`src/rtl/axi_lite_pkg.sv`:
```
// rtl/axi_lite_pkg.sv - shared AXI4-Lite types, response codes and strobe helper
package axi_lite_pkg;

    typedef logic [31:0] addr_t;
    typedef logic [31:0] data_t;
    typedef logic [3:0]  strb_t;
    typedef logic [1:0]  resp_t;

    localparam resp_t RESP_OKAY   = 2'b00;
    localparam resp_t RESP_EXOKAY = 2'b01;
    localparam resp_t RESP_SLVERR = 2'b10;
    localparam resp_t RESP_DECERR = 2'b11;

    function automatic data_t apply_strb(input data_t old_val, input data_t new_val, input strb_t strb);
        data_t res;
        res = old_val;
        for (int k = 0; k < 4; k++) begin
            if (strb[k]) begin
                res[8*k +: 8] = new_val[8*k +: 8];
            end
        end
        return res;
    endfunction

endpackage

```
`src/rtl/axi_lite_slave_regs_if.sv`:
```
// rtl/axi_lite_slave_regs_if.sv - AXI4-Lite bus bundle with master/slave modports
interface axi_lite_slave_regs_if;
    import axi_lite_pkg::*;

    addr_t       awaddr;
    logic [2:0]  awprot;
    logic        awvalid;
    logic        awready;
    data_t       wdata;
    strb_t       wstrb;
    logic        wvalid;
    logic        wready;
    resp_t       bresp;
    logic        bvalid;
    logic        bready;
    addr_t       araddr;
    logic [2:0]  arprot;
    logic        arvalid;
    logic        arready;
    data_t       rdata;
    resp_t       rresp;
    logic        rvalid;
    logic        rready;

    modport master (
        output awaddr, awprot, awvalid, wdata, wstrb, wvalid, bready,
        output araddr, arprot, arvalid, rready,
        input  awready, wready, bresp, bvalid, arready, rdata, rresp, rvalid
    );

    modport slave (
        input  awaddr, awprot, awvalid, wdata, wstrb, wvalid, bready,
        input  araddr, arprot, arvalid, rready,
        output awready, wready, bresp, bvalid, arready, rdata, rresp, rvalid
    );

endinterface

```
`src/rtl/axi_lite_addr_decode.sv`:
```
// rtl/axi_lite_addr_decode.sv - byte address to register index, range hit and alignment check
module axi_lite_addr_decode
    import axi_lite_pkg::*;
#(
    parameter int    NUM_REGS  = 16,
    parameter addr_t BASE_ADDR = 32'h0000_0000
) (
    input  addr_t       i_addr,
    output logic [7:0]  o_index,
    output logic        o_hit,
    output logic        o_misaligned
);

    addr_t w_offset;

    // BASE_ADDR is window-aligned, so offset[1:0] equals addr[1:0]
    assign w_offset     = i_addr - BASE_ADDR;
    assign o_misaligned = (w_offset[1:0] != 2'b00);
    assign o_index      = w_offset[9:2];
    assign o_hit        = !o_misaligned && ({2'b00, w_offset[31:2]} < 32'(NUM_REGS));

endmodule

```
`src/rtl/axi_lite_slave_regs.sv`:
```
// rtl/axi_lite_slave_regs.sv - AXI4-Lite register bank; AXI_LITE_SLAVE_REGS_DECERR_EN selects DECERR for out-of-range
module axi_lite_slave_regs
    import axi_lite_pkg::*;
#(
    parameter int    NUM_REGS  = 16,
    parameter addr_t BASE_ADDR = 32'h0000_0000
) (
    input  logic                     clk,
    input  logic                     rstn,
    axi_lite_slave_regs_if.slave     bus,
    output logic [NUM_REGS*32-1:0]   regs_o,
    output logic [NUM_REGS-1:0]      wr_pulse_o
);

    localparam logic [0:0] WR_IDLE = 1'b0;
    localparam logic [0:0] WR_RESP = 1'b1;
    localparam logic [0:0] RD_IDLE = 1'b0;
    localparam logic [0:0] RD_DATA = 1'b1;

`ifdef AXI_LITE_SLAVE_REGS_DECERR_EN
    localparam resp_t RANGE_RESP = RESP_DECERR;
`else
    localparam resp_t RANGE_RESP = RESP_OKAY;
`endif

    logic [0:0]          r_wr_state;
    logic [0:0]          r_rd_state;
    logic                r_aw_held;
    logic                r_w_held;
    addr_t               r_awaddr;
    data_t               r_wdata;
    strb_t               r_wstrb;
    data_t               r_regs [NUM_REGS];
    logic [NUM_REGS-1:0] r_wr_pulse;
    resp_t               r_bresp;
    resp_t               r_rresp;
    data_t               r_rdata;

    logic       w_aw_hs, w_w_hs, w_ar_hs, w_commit;
    addr_t      w_wr_addr;
    data_t      w_wr_data;
    strb_t      w_wr_strb;
    logic [7:0] w_wr_idx, w_rd_idx;
    logic       w_wr_hit, w_wr_mis, w_rd_hit, w_rd_mis;
    data_t      w_rd_val;
    resp_t      w_wr_resp, w_rd_resp;
    logic       w_unused_prot;

    assign w_unused_prot = ^{bus.awprot, bus.arprot};

    // Readies derive from state flops only, never from valid inputs
    assign bus.awready = (r_wr_state == WR_IDLE) && !r_aw_held;
    assign bus.wready  = (r_wr_state == WR_IDLE) && !r_w_held;
    assign bus.bvalid  = (r_wr_state == WR_RESP);
    assign bus.bresp   = r_bresp;
    assign bus.arready = (r_rd_state == RD_IDLE);
    assign bus.rvalid  = (r_rd_state == RD_DATA);
    assign bus.rdata   = r_rdata;
    assign bus.rresp   = r_rresp;

    assign w_aw_hs   = bus.awvalid && bus.awready;
    assign w_w_hs    = bus.wvalid && bus.wready;
    assign w_ar_hs   = bus.arvalid && bus.arready;
    assign w_wr_addr = r_aw_held ? r_awaddr : bus.awaddr;
    assign w_wr_data = r_w_held ? r_wdata : bus.wdata;
    assign w_wr_strb = r_w_held ? r_wstrb : bus.wstrb;
    assign w_commit  = (r_wr_state == WR_IDLE) && (r_aw_held || w_aw_hs) && (r_w_held || w_w_hs);

    axi_lite_addr_decode #(.NUM_REGS(NUM_REGS), .BASE_ADDR(BASE_ADDR)) u_aw_dec (
        .i_addr(w_wr_addr), .o_index(w_wr_idx), .o_hit(w_wr_hit), .o_misaligned(w_wr_mis)
    );

    axi_lite_addr_decode #(.NUM_REGS(NUM_REGS), .BASE_ADDR(BASE_ADDR)) u_ar_dec (
        .i_addr(bus.araddr), .o_index(w_rd_idx), .o_hit(w_rd_hit), .o_misaligned(w_rd_mis)
    );

    assign w_wr_resp = w_wr_mis ? RESP_SLVERR : (w_wr_hit ? RESP_OKAY : RANGE_RESP);
    assign w_rd_resp = w_rd_mis ? RESP_SLVERR : (w_rd_hit ? RESP_OKAY : RANGE_RESP);

    always_comb begin
        w_rd_val = '0;
        for (int i = 0; i < NUM_REGS; i++) begin
            if (w_rd_hit && (w_rd_idx == 8'(i))) begin
                w_rd_val = r_regs[i];
            end
        end
    end

    always_ff @(posedge clk) begin
        if (!rstn) begin
            r_wr_state <= WR_IDLE;
            r_aw_held  <= 1'b0;
            r_w_held   <= 1'b0;
            r_awaddr   <= '0;
            r_wdata    <= '0;
            r_wstrb    <= '0;
            r_bresp    <= RESP_OKAY;
            r_wr_pulse <= '0;
            for (int i = 0; i < NUM_REGS; i++) begin
                r_regs[i] <= '0;
            end
        end else begin
            r_wr_pulse <= '0;
            case (r_wr_state)
                WR_IDLE: begin
                    if (w_commit) begin
                        for (int i = 0; i < NUM_REGS; i++) begin
                            if (w_wr_hit && (w_wr_idx == 8'(i))) begin
                                r_regs[i]     <= apply_strb(r_regs[i], w_wr_data, w_wr_strb);
                                r_wr_pulse[i] <= 1'b1;
                            end
                        end
                        r_bresp    <= w_wr_resp;
                        r_aw_held  <= 1'b0;
                        r_w_held   <= 1'b0;
                        r_wr_state <= WR_RESP;
                    end else begin
                        if (w_aw_hs) begin
                            r_aw_held <= 1'b1;
                            r_awaddr  <= bus.awaddr;
                        end
                        if (w_w_hs) begin
                            r_w_held <= 1'b1;
                            r_wdata  <= bus.wdata;
                            r_wstrb  <= bus.wstrb;
                        end
                    end
                end
                WR_RESP: begin
                    if (bus.bready) begin
                        r_wr_state <= WR_IDLE;
                    end
                end
                default: r_wr_state <= WR_IDLE;
            endcase
        end
    end

    // Read samples r_regs before any same-edge commit lands, returning the old value
    always_ff @(posedge clk) begin
        if (!rstn) begin
            r_rd_state <= RD_IDLE;
            r_rdata    <= '0;
            r_rresp    <= RESP_OKAY;
        end else begin
            case (r_rd_state)
                RD_IDLE: begin
                    if (w_ar_hs) begin
                        r_rdata    <= w_rd_val;
                        r_rresp    <= w_rd_resp;
                        r_rd_state <= RD_DATA;
                    end
                end
                RD_DATA: begin
                    if (bus.rready) begin
                        r_rd_state <= RD_IDLE;
                    end
                end
                default: r_rd_state <= RD_IDLE;
            endcase
        end
    end

    for (genvar g = 0; g < NUM_REGS; g++) begin : g_regs_o
        assign regs_o[32*g +: 32] = r_regs[g];
    end

    assign wr_pulse_o = r_wr_pulse;

endmodule

```
`src/flat_wrapper.sv`:
```
// flat-port wrapper written by rule: the top's interface ports become plain ports
module axi_lite_slave_regs_flat import axi_lite_pkg::*;
#(
    parameter int    NUM_REGS  = 16,
    parameter addr_t BASE_ADDR = 32'h0000_0000
)
  (clk, rstn, regs_o, wr_pulse_o, bus_awaddr, bus_awprot, bus_awvalid, bus_wdata, bus_wstrb, bus_wvalid, bus_bready, bus_araddr, bus_arprot, bus_arvalid, bus_rready, bus_awready, bus_wready, bus_bresp, bus_bvalid, bus_arready, bus_rdata, bus_rresp, bus_rvalid);
  axi_lite_slave_regs_if bus_i ();
  input  logic clk;
  input  logic rstn;
  output logic [NUM_REGS*32-1:0] regs_o;
  output logic [NUM_REGS-1:0] wr_pulse_o;
  input wire logic [$bits(bus_i.awaddr)-1:0] bus_awaddr;
  input wire logic [$bits(bus_i.awprot)-1:0] bus_awprot;
  input wire logic [$bits(bus_i.awvalid)-1:0] bus_awvalid;
  input wire logic [$bits(bus_i.wdata)-1:0] bus_wdata;
  input wire logic [$bits(bus_i.wstrb)-1:0] bus_wstrb;
  input wire logic [$bits(bus_i.wvalid)-1:0] bus_wvalid;
  input wire logic [$bits(bus_i.bready)-1:0] bus_bready;
  input wire logic [$bits(bus_i.araddr)-1:0] bus_araddr;
  input wire logic [$bits(bus_i.arprot)-1:0] bus_arprot;
  input wire logic [$bits(bus_i.arvalid)-1:0] bus_arvalid;
  input wire logic [$bits(bus_i.rready)-1:0] bus_rready;
  output wire logic [$bits(bus_i.awready)-1:0] bus_awready;
  output wire logic [$bits(bus_i.wready)-1:0] bus_wready;
  output wire logic [$bits(bus_i.bresp)-1:0] bus_bresp;
  output wire logic [$bits(bus_i.bvalid)-1:0] bus_bvalid;
  output wire logic [$bits(bus_i.arready)-1:0] bus_arready;
  output wire logic [$bits(bus_i.rdata)-1:0] bus_rdata;
  output wire logic [$bits(bus_i.rresp)-1:0] bus_rresp;
  output wire logic [$bits(bus_i.rvalid)-1:0] bus_rvalid;
  assign bus_i.awaddr = bus_awaddr;
  assign bus_i.awprot = bus_awprot;
  assign bus_i.awvalid = bus_awvalid;
  assign bus_i.wdata = bus_wdata;
  assign bus_i.wstrb = bus_wstrb;
  assign bus_i.wvalid = bus_wvalid;
  assign bus_i.bready = bus_bready;
  assign bus_i.araddr = bus_araddr;
  assign bus_i.arprot = bus_arprot;
  assign bus_i.arvalid = bus_arvalid;
  assign bus_i.rready = bus_rready;
  assign bus_awready = bus_i.awready;
  assign bus_wready = bus_i.wready;
  assign bus_bresp = bus_i.bresp;
  assign bus_bvalid = bus_i.bvalid;
  assign bus_arready = bus_i.arready;
  assign bus_rdata = bus_i.rdata;
  assign bus_rresp = bus_i.rresp;
  assign bus_rvalid = bus_i.rvalid;
  axi_lite_slave_regs #(.NUM_REGS(NUM_REGS), .BASE_ADDR(BASE_ADDR)) u_core (.clk(clk), .rstn(rstn), .bus(bus_i), .regs_o(regs_o), .wr_pulse_o(wr_pulse_o));
endmodule
```
`config.mk`:
```
export PLATFORM = sky130hd
export DESIGN_NAME = axi_lite_slave_regs_flat
export DESIGN_NICKNAME = d
export VERILOG_FILES = /design/src/rtl/axi_lite_pkg.sv /design/src/rtl/axi_lite_slave_regs_if.sv /design/src/rtl/axi_lite_addr_decode.sv /design/src/rtl/axi_lite_slave_regs.sv /design/src/flat_wrapper.sv
export SDC_FILE = /design/constraint.sdc
export NUM_CORES = 1
export LEC_CHECK = 0
export CORE_AREA = 2 2 263 265
export CTS_BUF_LIST = sky130_fd_sc_hd__clkbuf_16
export CTS_CLUSTER_DIAMETER = 80
export DETAILED_ROUTE_END_ITERATION = 10
export DIE_AREA = 0 0 265 267
export PLACE_DENSITY = 0.67
export SLEW_MARGIN = 20
export SYNTH_ARGS = -nofsm -noshare
export SYNTH_HDL_FRONTEND = slang
export SYNTH_HIERARCHICAL = 1
export SYNTH_SLANG_ARGS = --single-unit
```
`constraint.sdc`:
```
create_clock -name clk -period 4.3 [get_ports clk]
set_input_delay 0.43 -clock clk [delete_from_list [all_inputs] [get_ports clk]]
set_output_delay 0.43 -clock clk [all_outputs]
set_load 0.02 [all_outputs]
```
After elaboration in Yosys (flattened, before gate mapping)
Memory sizes are Yosys's and may differ from the RTL's.
Index checks and enable logic that the tools add are counted.
- order comparisons: 2
- multiplexer cells: 448
- reductions and logical operators: 60
- bitwise logic cells: 20
- eq/ne operators: 30
- operator list (operator ; count):
    2-to-1 mux 8 bit ; 320
    2-to-1 mux 32 bit ; 34
    == test 8 x 4 -> 1 bit, second input constant ; 16
    2-to-1 mux 1 bit ; 89
    == test 8 x 3 -> 1 bit, second input constant ; 8
    less-than comparator 30 x 5 -> 1 bit, second input constant ; 2
    logical AND 1 bit ; 41
    == test 8 x 2 -> 1 bit, second input constant ; 4
    == test 8 x 1 -> 1 bit, second input constant ; 2
    logical NOT 8 bit ; 2
    bitwise OR 1 bit ; 16
    AND reduction 2 bit ; 4
    nonzero test 2 bit ; 4
    AND reduction 3 bit ; 2
    logical NOT 1 bit ; 4
    2-to-1 mux 2 bit ; 2
    2-to-1 mux 4 bit ; 1
    inverter 1 bit ; 4
    case mux 1 bit (2 select lines) ; 2
    OR reduction 3 bit ; 1
    logical OR 1 bit ; 2
- bits in writable memories: 512
- memories kept: 1
- output and inout port bits: 569
- bits of input ports: 113
- bits in registers: 124
- logic and storage cells: 572
- memories (memory ; depth ; bits a word ; read ports ; clocked after memory_dff ; wr ports ; RTL line ; text):
    u_core.r_regs ; 16 ; 32 ; 16 ; 0 ; 16 ; axi_lite_slave_regs.sv:33 ; data_t r_regs [NUM_REGS];

Depth between registers and ports, before layout
- word-level depth: 20
- mapped depth: 13

Hierarchy
Netlist, hierarchy kept.
- modules (own cells, without submodules) (module ; times used ; area an instance (um^2) ; sequential area each (um^2) ; cells an instance):
    axi_lite_slave_regs ; 1 ; 28016.9 ; 17817.1 ; 2444
    axi_lite_addr_decode ; 2 ; 137.6 ; 0.0 ; 19

Least setup slack after synthesis
Ideal clock, no wire load.
- path kind: reg2reg
- start point: register u_core.r_aw_held
- end point: memory u_core/r_regs[0][0] in the netlist's numbering, enable pin
- buffers on the path: 3
- clock period less this slack: 3.239 ns
- slack: 1.061 ns
- arrival time: 2.863 ns
- cell stages (with the launch flop): 9
- required time: 3.925 ns
- cells stage by stage: dfxtp_1 buf_2 buf_1 mux2_2 buf_4 or4_1 nor3_1 nand2_1 a21oi_1
- RTL lines (element ; RTL line ; text):
    start: declaration ; axi_lite_slave_regs.sv:28 ; logic r_aw_held;
    start signal: assignment ; axi_lite_slave_regs.sv:92 ; r_aw_held <= 1'b0;
    start signal: assignment ; axi_lite_slave_regs.sv:114 ; r_aw_held <= 1'b0;
    start signal: assignment ; axi_lite_slave_regs.sv:119 ; r_aw_held <= 1'b1;
    end: declaration ; axi_lite_slave_regs.sv:33 ;

==> metrics.md <==
| Metric | Value |
|---|---|
| PD cells | 404 nW/µm² |
| Vias per cell | 6.06 |
| Starting Density | 0.416 |
| CTS H-tree lvls | 3 |
| Max Root-Sink Buffers | 3 |
| Crit path max fanout | 36 |
| First-pass GRT wire length | 181 mm |
| Flop-to-flop setup slack | 430 ps |
| Synth async-reset ratio | 0 |
| Final Setup Violations | 0 |
| Layout area overhead | 37.0% |
| Max Cap Viol | 0 |
| Vias in the first global route | 24.1k |
| Slowest-stage cell, CP | nor4_1 |
| Max Fclk | 258 MHz |
| Hold bufs inserted after CTS | 0 |
| Yosys Warn Count | 6 |
| Syn Area/Cell | 11.4 µm² |
| Area of the mapped netlist | 28300 µm² |
| Synthesized instance count | 2482 |
| Startpoint types | flip-flop |
| Grt total ovfl | 0 |
| Final Max Tran Viols | 0 |
| CTS tree | yes |
| Hold Slack | 255 ps |
| Seq/Total Area, Yosys | 0.630 |
| WP data arrival | 4200 ps |
| Dpl hpwl | 102 mm |
| Fin util | 0.570 |
| DRT iter0 DRCs | 3840 |
| Sink Count | 634 |
| Share of cells above drive strength 1 | 0.124 |
| Slew @ Worst Pin | 1280 ps |
| Number of flops mapped to enable cells by yosys | 512 |
| Max VDD drop | 0.253 mV |
| DRC violations left | 0 |
| Post-CTS setup buffers | 0 |
| I/O pin total | 682 |
| Die Area | 70800 µm² |
| Post-DRT Antenna Nets | 0 |
| Hold Crit Class | primary input to flip-flop |
| Seq cells post-synth | 634 |
| RSZ-0062 raised after global routing | no |
| Slew Limit Headroom | 0.141 |
| Hold Fails Final Rpt | 0 |
| Count of cell types in the netlist | 78 |
| DR vias | 24.9k |
| Die H | 267 µm |
| Pre-antenna DRT Iters | 6 |
| Max incr delay on CP | 390 ps |
| CP top delay family | simple AND/OR/NAND/NOR gates |
| Setup_tns | 0 ps |
| Worst-path clk slew | 60 ps |
| Pin count of the biggest net entering global routing | 65 |
| Root Buffer | clkbuf_16 |
| Port Buffers | 673 |
| CP required | 4620 ps |
| TritonCTS Buffers | 71 |
| Site row count | 96 |
| Post-synth top flop | edfxtp_1 |
| LEAKAGE | 13.8 nW |
| Routed WL per cell | 32.7 µm |
| Final WL | 134 mm |
| DIE WIDTH | 265 µm |
| Overall fraction of global-route tracks in use | 0.367 |
| Crit share post-route | 0.901 |
| Initial antenna violation count | 3 |
| Worst setup EP type | flip-flop |
| Core ar. | 68000 µm² |
| Clock Latency Late Sink | 640 ps |
| Tmin final | 3870 ps |
| NumNets Final | 3286 |
| Cts repair resizes | 0 |
| Setup CP Type | flip-flop to flip-flop |
| Buf/Inv on CP | 2 |
| GPL Wtd Cong | 0.969 |
| Critical-path cell list | buf_12 -> mux2_2 -> nor4_1 -> nand4_1 -> nor2_1 -> nand2_1 -> nor2_1 -> nand2_1 -> nor2_1 -> nand2_1 -> a21oi_1 -> buf_4 |
| Status | complete, no violations |
| Fin Clk Skew | 26.9 ps |
==> cell type report <==
class,count,area (µm²)
antenna,3,7.51
clock buffer,74,1850
clock inverter,56,423
fill,5619,29200
inverter,22,82.6
multi-input combinational,1604,9480
sequential,634,17800
tap,882,1100
timing repair buffer,840,8000
==> report_power, final <==
part	leakage (nW)	switching, mW	internal (mW)
clock	1.19	2.55	3.48
combinational	6.53	1.46	0.903
sequential	6.11	0.287	6.98
total	13.8	4.30	11.4
==> worst paths after layout <==
| check | cells past startpoint | start | end |
|---|---|---|---|
| setup reg to reg | 12 | u_core/r_aw_held$_SDFFE_PN0P_ | u_core/r_regs[0][34]$_SDFFCE_PN0P_ |
| hold reg to reg | 2 | u_core/r_awaddr[5]$_SDFFE_PN0P_ | u_core/r_awaddr[5]$_SDFFE_PN0P_ |
| setup / recovery | 12 | u_core/r_aw_held$_SDFFE_PN0P_ | u_core/r_regs[0][34]$_SDFFCE_PN0P_ |
| hold / removal | 2 | rstn | u_core/bus.bvalid$_SDFF_PN0_ |
==> sequential cells by signal, indices dropped and copies added, names as in the netlist <==
| register | count |
|---|---|
| u_core/bus.bresp | 1 |
| u_core/bus.rvalid | 1 |
| u_core/r_w_held | 1 |
| u_core/bus.rdata | 32 |
| u_core/wr_pulse_o | 16 |
| u_core/r_regs | 512 |
| u_core/r_aw_held | 1 |
| u_core/r_wstrb | 4 |
| u_core/bus.rresp | 1 |
| u_core/r_awaddr | 32 |
| u_core/bus.bvalid | 1 |
| u_core/r_wdata | 32 |
==> layout by cell type, fill, tap and decap left out, types with 9 or more instances in the layout <==
cell type	n
nor2b_1	39
clkinv_1	12
clkdlybuf4s50_1	668
dfxtp_1	121
nor4_1	13
a22oi_1	25
o211ai_1	15
o21ai_0	114
clkbuf_16	74
a221oi_1	14
o22ai_1	36
inv_1	39
mux2i_1	68
a21oi_1	153
buf_4	168
mux2i_2	14
edfxtp_1	512
nor2_1	451
nor3_1	13
a31oi_1	17
a21o_1	11
mux2_2	59
nand2_1	246
mux4_2	16
and2_1	13
clkinv_2	11
a21boi_0	76
nand3_1	15
o31ai_1	9
o221ai_1	20
o21a_1	12
==> logic make-up (layout without fill, tap and decap cells) <==
group,count (synthesis),in the layout,synth area share
buffers and inverters,245,992,0.0377
AO/OA/AOI/OAI,586,586,0.135
other,1,5,0.000133
AND/OR/NAND/NOR,859,859,0.132
multiplexers,157,157,0.0652
flip-flops,634,634,0.630
==> through the flow <==
step / std cells / worst slack, ps / total power [mW] / area (µm²)
5_1_grt: 4113 / 262 / 16.0 / 38800
4_1_cts: 4112 / 482 / 15.6 / 38800
3_5_place_dp: 3982 / 281 / 9.70 / 36500
6_report: 4115 / 425 / 15.7 / 38800
2_1_floorplan: 2483 / 1060 / 8.36 / 28300
3_3_place_gp: 3982 / 329 / 9.67 / 36500
==> cells in the mapped netlist (all sizes together) (4+ instances only) <==
| cell | instances | area [µm²] |
|---|---|---|
| a2111o | 5 | 56.3 |
| a211oi | 6 | 45.0 |
| a21boi | 76 | 571 |
| a21o | 11 | 82.6 |
| a21oi | 153 | 766 |
| a221o | 4 | 40.0 |
| a221oi | 14 | 123 |
| a22o | 6 | 52.6 |
| a22oi | 25 | 188 |
| a311o | 5 | 50.1 |
| a31oi | 17 | 106 |
| a32oi | 4 | 35.0 |
| and2 | 13 | 81.3 |
| and3 | 9 | 56.3 |
| and3b | 4 | 35.0 |
| buf | 75 | 429 |
| clkbuf | 148 | 556 |
| dfxtp | 122 | 2440 |
| edfxtp | 512 | 15400 |
| inv | 21 | 78.8 |
| mux2 | 59 | 664 |
| mux2i | 82 | 821 |
| mux4 | 16 | 360 |
| nand2 | 247 | 935 |
| nand2b | 8 | 50.1 |
| nand3 | 18 | 100 |
| nand3b | 5 | 37.5 |
| nand4 | 5 | 31.3 |
| nor2 | 454 | 1730 |
| nor2b | 42 | 263 |
| nor3 | 17 | 118 |
| nor4 | 18 | 144 |
| o2111ai | 4 | 35.0 |
| o211ai | 15 | 113 |
| o21a | 12 | 90.1 |
| o21ai | 119 | 596 |
| o21ba | 6 | 60.1 |
| o221ai | 20 | 175 |
| o22a | 8 | 70.1 |
| o22ai | 36 | 225 |
| o2bb2ai | 8 | 70.1 |
| o31ai | 9 | 67.6 |
| o41ai | 4 | 42.6 |
| or2 | 8 | 50.1 |
==> per-layer routing <==
metal  share of wire  GRT usage
met5         0.00026          0
met3            0.11     0.0983
met4           0.065      0.205
met2            0.47      0.602
met1            0.35      0.437
==> worst reg2reg max path: cells and delay by family (launching register included) <==
| family | cells | cell delay (ps) |
|---|---|---|
| compound gates | 1 | 380 |
| simple gates | 8 | 1980 |
| flops | 1 | 350 |
| mux | 1 | 380 |
| buf+inv | 2 | 470 |
No activity file was read; power rests on OpenSTA's default activity.
==> RTL edit: new RTL, same settings <==
`NUM_REGS` is set to 16 in 3 places; all go to 8.
--- a/src/rtl/axi_lite_addr_decode.sv
+++ b/src/rtl/axi_lite_addr_decode.sv
@@ -2,7 +2,7 @@
 module axi_lite_addr_decode
     import axi_lite_pkg::*;
 #(
-    parameter int    NUM_REGS  = 16,
+    parameter int    NUM_REGS  = 8,
     parameter addr_t BASE_ADDR = 32'h0000_0000
 ) (
     input  addr_t       i_addr,
--- a/src/rtl/axi_lite_slave_regs.sv
+++ b/src/rtl/axi_lite_slave_regs.sv
@@ -2,7 +2,7 @@
 module axi_lite_slave_regs
     import axi_lite_pkg::*;
 #(
-    parameter int    NUM_REGS  = 16,
+    parameter int    NUM_REGS  = 8,
     parameter addr_t BASE_ADDR = 32'h0000_0000
 ) (
     input  logic                     clk,
--- a/src/flat_wrapper.sv
+++ b/src/flat_wrapper.sv
@@ -1,7 +1,7 @@
 // flat-port wrapper written by rule: the top's interface ports become plain ports
 module axi_lite_slave_regs_flat import axi_lite_pkg::*;
 #(
-    parameter int    NUM_REGS  = 16,
+    parameter int    NUM_REGS  = 8,
     parameter addr_t BASE_ADDR = 32'h0000_0000
 )
   (clk, rstn, regs_o, wr_pulse_o, bus_awaddr, bus_awprot, bus_awvalid, bus_wdata, bus_wstrb, bus_wvalid, bus_bready, bus_araddr, bus_arprot, bus_arvalid, bus_rready, bus_awready, bus_wready, bus_bresp, bus_bvalid, bus_arready, bus_rdata, bus_rresp, bus_rvalid);
Interface: changed (resized regs_o and wr_pulse_o); port bits go from 682 to 418. The function was not compared with the original's and may differ.
==> RTL edit against the unedited design <==
Synthesized area down 42%; critical path type unchanged; largest power group unchanged; clock skew fell by 0.013 ns; setup slack gained 0.15 ns; hold slack improved by 0.17 ns; critical path depth stayed put; design area down 41%; total power decreased by 42%; sequential cell count is 264 lower; wire length fell by 51%; largest cell class unchanged; die area did not move.
==> RTL edit: results (changes against the unedited design) <==
| Metric | Value |
|---|---|
| Vias in the first global route | `13500 (-44%)` |
| Post-synth EDFFs | `256 (-50%)` |
| Input/output buffers | `409 (-39%)` |
| H-tree depth | `2 (-1)` |
| Initial antenna violation count | `16 (+13)` |
| Fillers | `6732 (+20%)` |
| Leakage | `8.14 nW (-41%)` |
| Crit path DAT | `4.00 ns (-0.20 ns)` |
| Sequential share of the synthesized area | `61.2% (-1.8 points)` |
| Nets | `2082 (-37%)` |
| Share of cells above drive strength 1 | `10.4% (-2.1 points)` |
| Hold slack | `0.428 ns (+0.173 ns)` |
| Max reg flops | `256 (-50%)` |
| Pin count of the biggest net entering global routing | `71 (+9.2%)` |
| Main combinational cell family by area after synthesis | `simple AND/OR/NAND/NOR gates` |
| Routability cong. | `0.855 (-12%)` |
| Clk slew on worst S/H paths | `0.06 ns (about the same)` |
| DR WL met2 | `29700 um (-53%)` |
| Post-placement cell count | `2803 (-30%)` |
| Synth cell types | `49 (-37%)` |
| Relative slew margins | `21.6% (+7.5 points)` |
| Syn avg cell area | `10.4 um^2 (-8.7%)` |
| Peak supply drop | `0.269 mV (+6.4%)` |
| Cell Area, Placed | `21400 um^2 (-41%)` |
| Worst-skew pair later-pin latency | `0.58 ns (-0.06 ns)` |
| Mux contribution to synthesized area | `6.46% (-0.061 points)` |
| Status | `completed` |
| Post-Route M1 WL | `26900 um (-43%)` |
| Metal3 WL | `7610 um (-49%)` |
| Drt pass-1 iters | `5 (-1)` |
| Hold Path Origin | `bus_awaddr[12]` |
| Hold Path End | `u_core/r_awaddr[12]` |
| Post-Place Worst Slack | `0.376 ns (+0.0945 ns)` |
| Global Route met3 Usage | `7.34% (-2.5 points)` |
| Vias/cell | `4.80 (-21%)` |
| Met2 Use GR | `28.1% (-32 points)` |
| First-pass GRT wire length | `92700 um (-49%)` |
| Reg2Reg Capture Point | `u_core/r_regs[1][84]` |
| Post-route clock skew | `0.0139 ns (-0.0130 ns)` |
| Top cells by count, synth | `349 x nor2_1, 256 x edfxtp_1, 173 x nand2_1` |
| Post-route worst setup slack | `0.574 ns (+0.149 ns)` |
| GR Util All Layers | `17.9% (-19 points)` |
| CTS Buf Count | `46 (-35%)` |
| Compound-Gate Fraction of Synth Area | `12.4% (-1.2 points)` |
| DP HPWL | `50200 um (-51%)` |
| Vias | `13900 (-44%)` |
| Sw frac | `26.5% (-0.97 points)` |
[RTL edit: critical path: stages (launching register included)]
cell	delay (ns)
dfxtp_1	0.35
buf_12	0.22
mux2_2	0.36
or4_1	0.59
nor4_2	0.24
nand2b_1	0.11
nor4_1	0.31
buf_4	0.20
and2b_1	0.24
nand3_1	0.10
buf_4	0.17
o21ai_0	0.28
buf_4	0.23
[RTL edit: area by class of cell]
cell class	count	area (um^2)	area share, %
timing repair buffer	487	4680	20.4
tap	882	1100	4.81
inverter	14	55.1	0.240
multi-input combinational	1050	5630	24.5
clock buffer	48	1200	5.23
antenna	5	12.5	0.0545
clock inverter	37	294	1.28
sequential	370	9970	43.4
[RTL edit: power by group through the flow]
stage	Clock (mW)	Sequential [mW]	Combinational, mW
floorplan	0	4.23	0.442
global placement	0	4.13	1.13
detailed placement	0	4.14	1.15
CTS	3.88	4.06	1.15
global route	4.01	4.08	1.23
finish	3.81	4.06	1.15
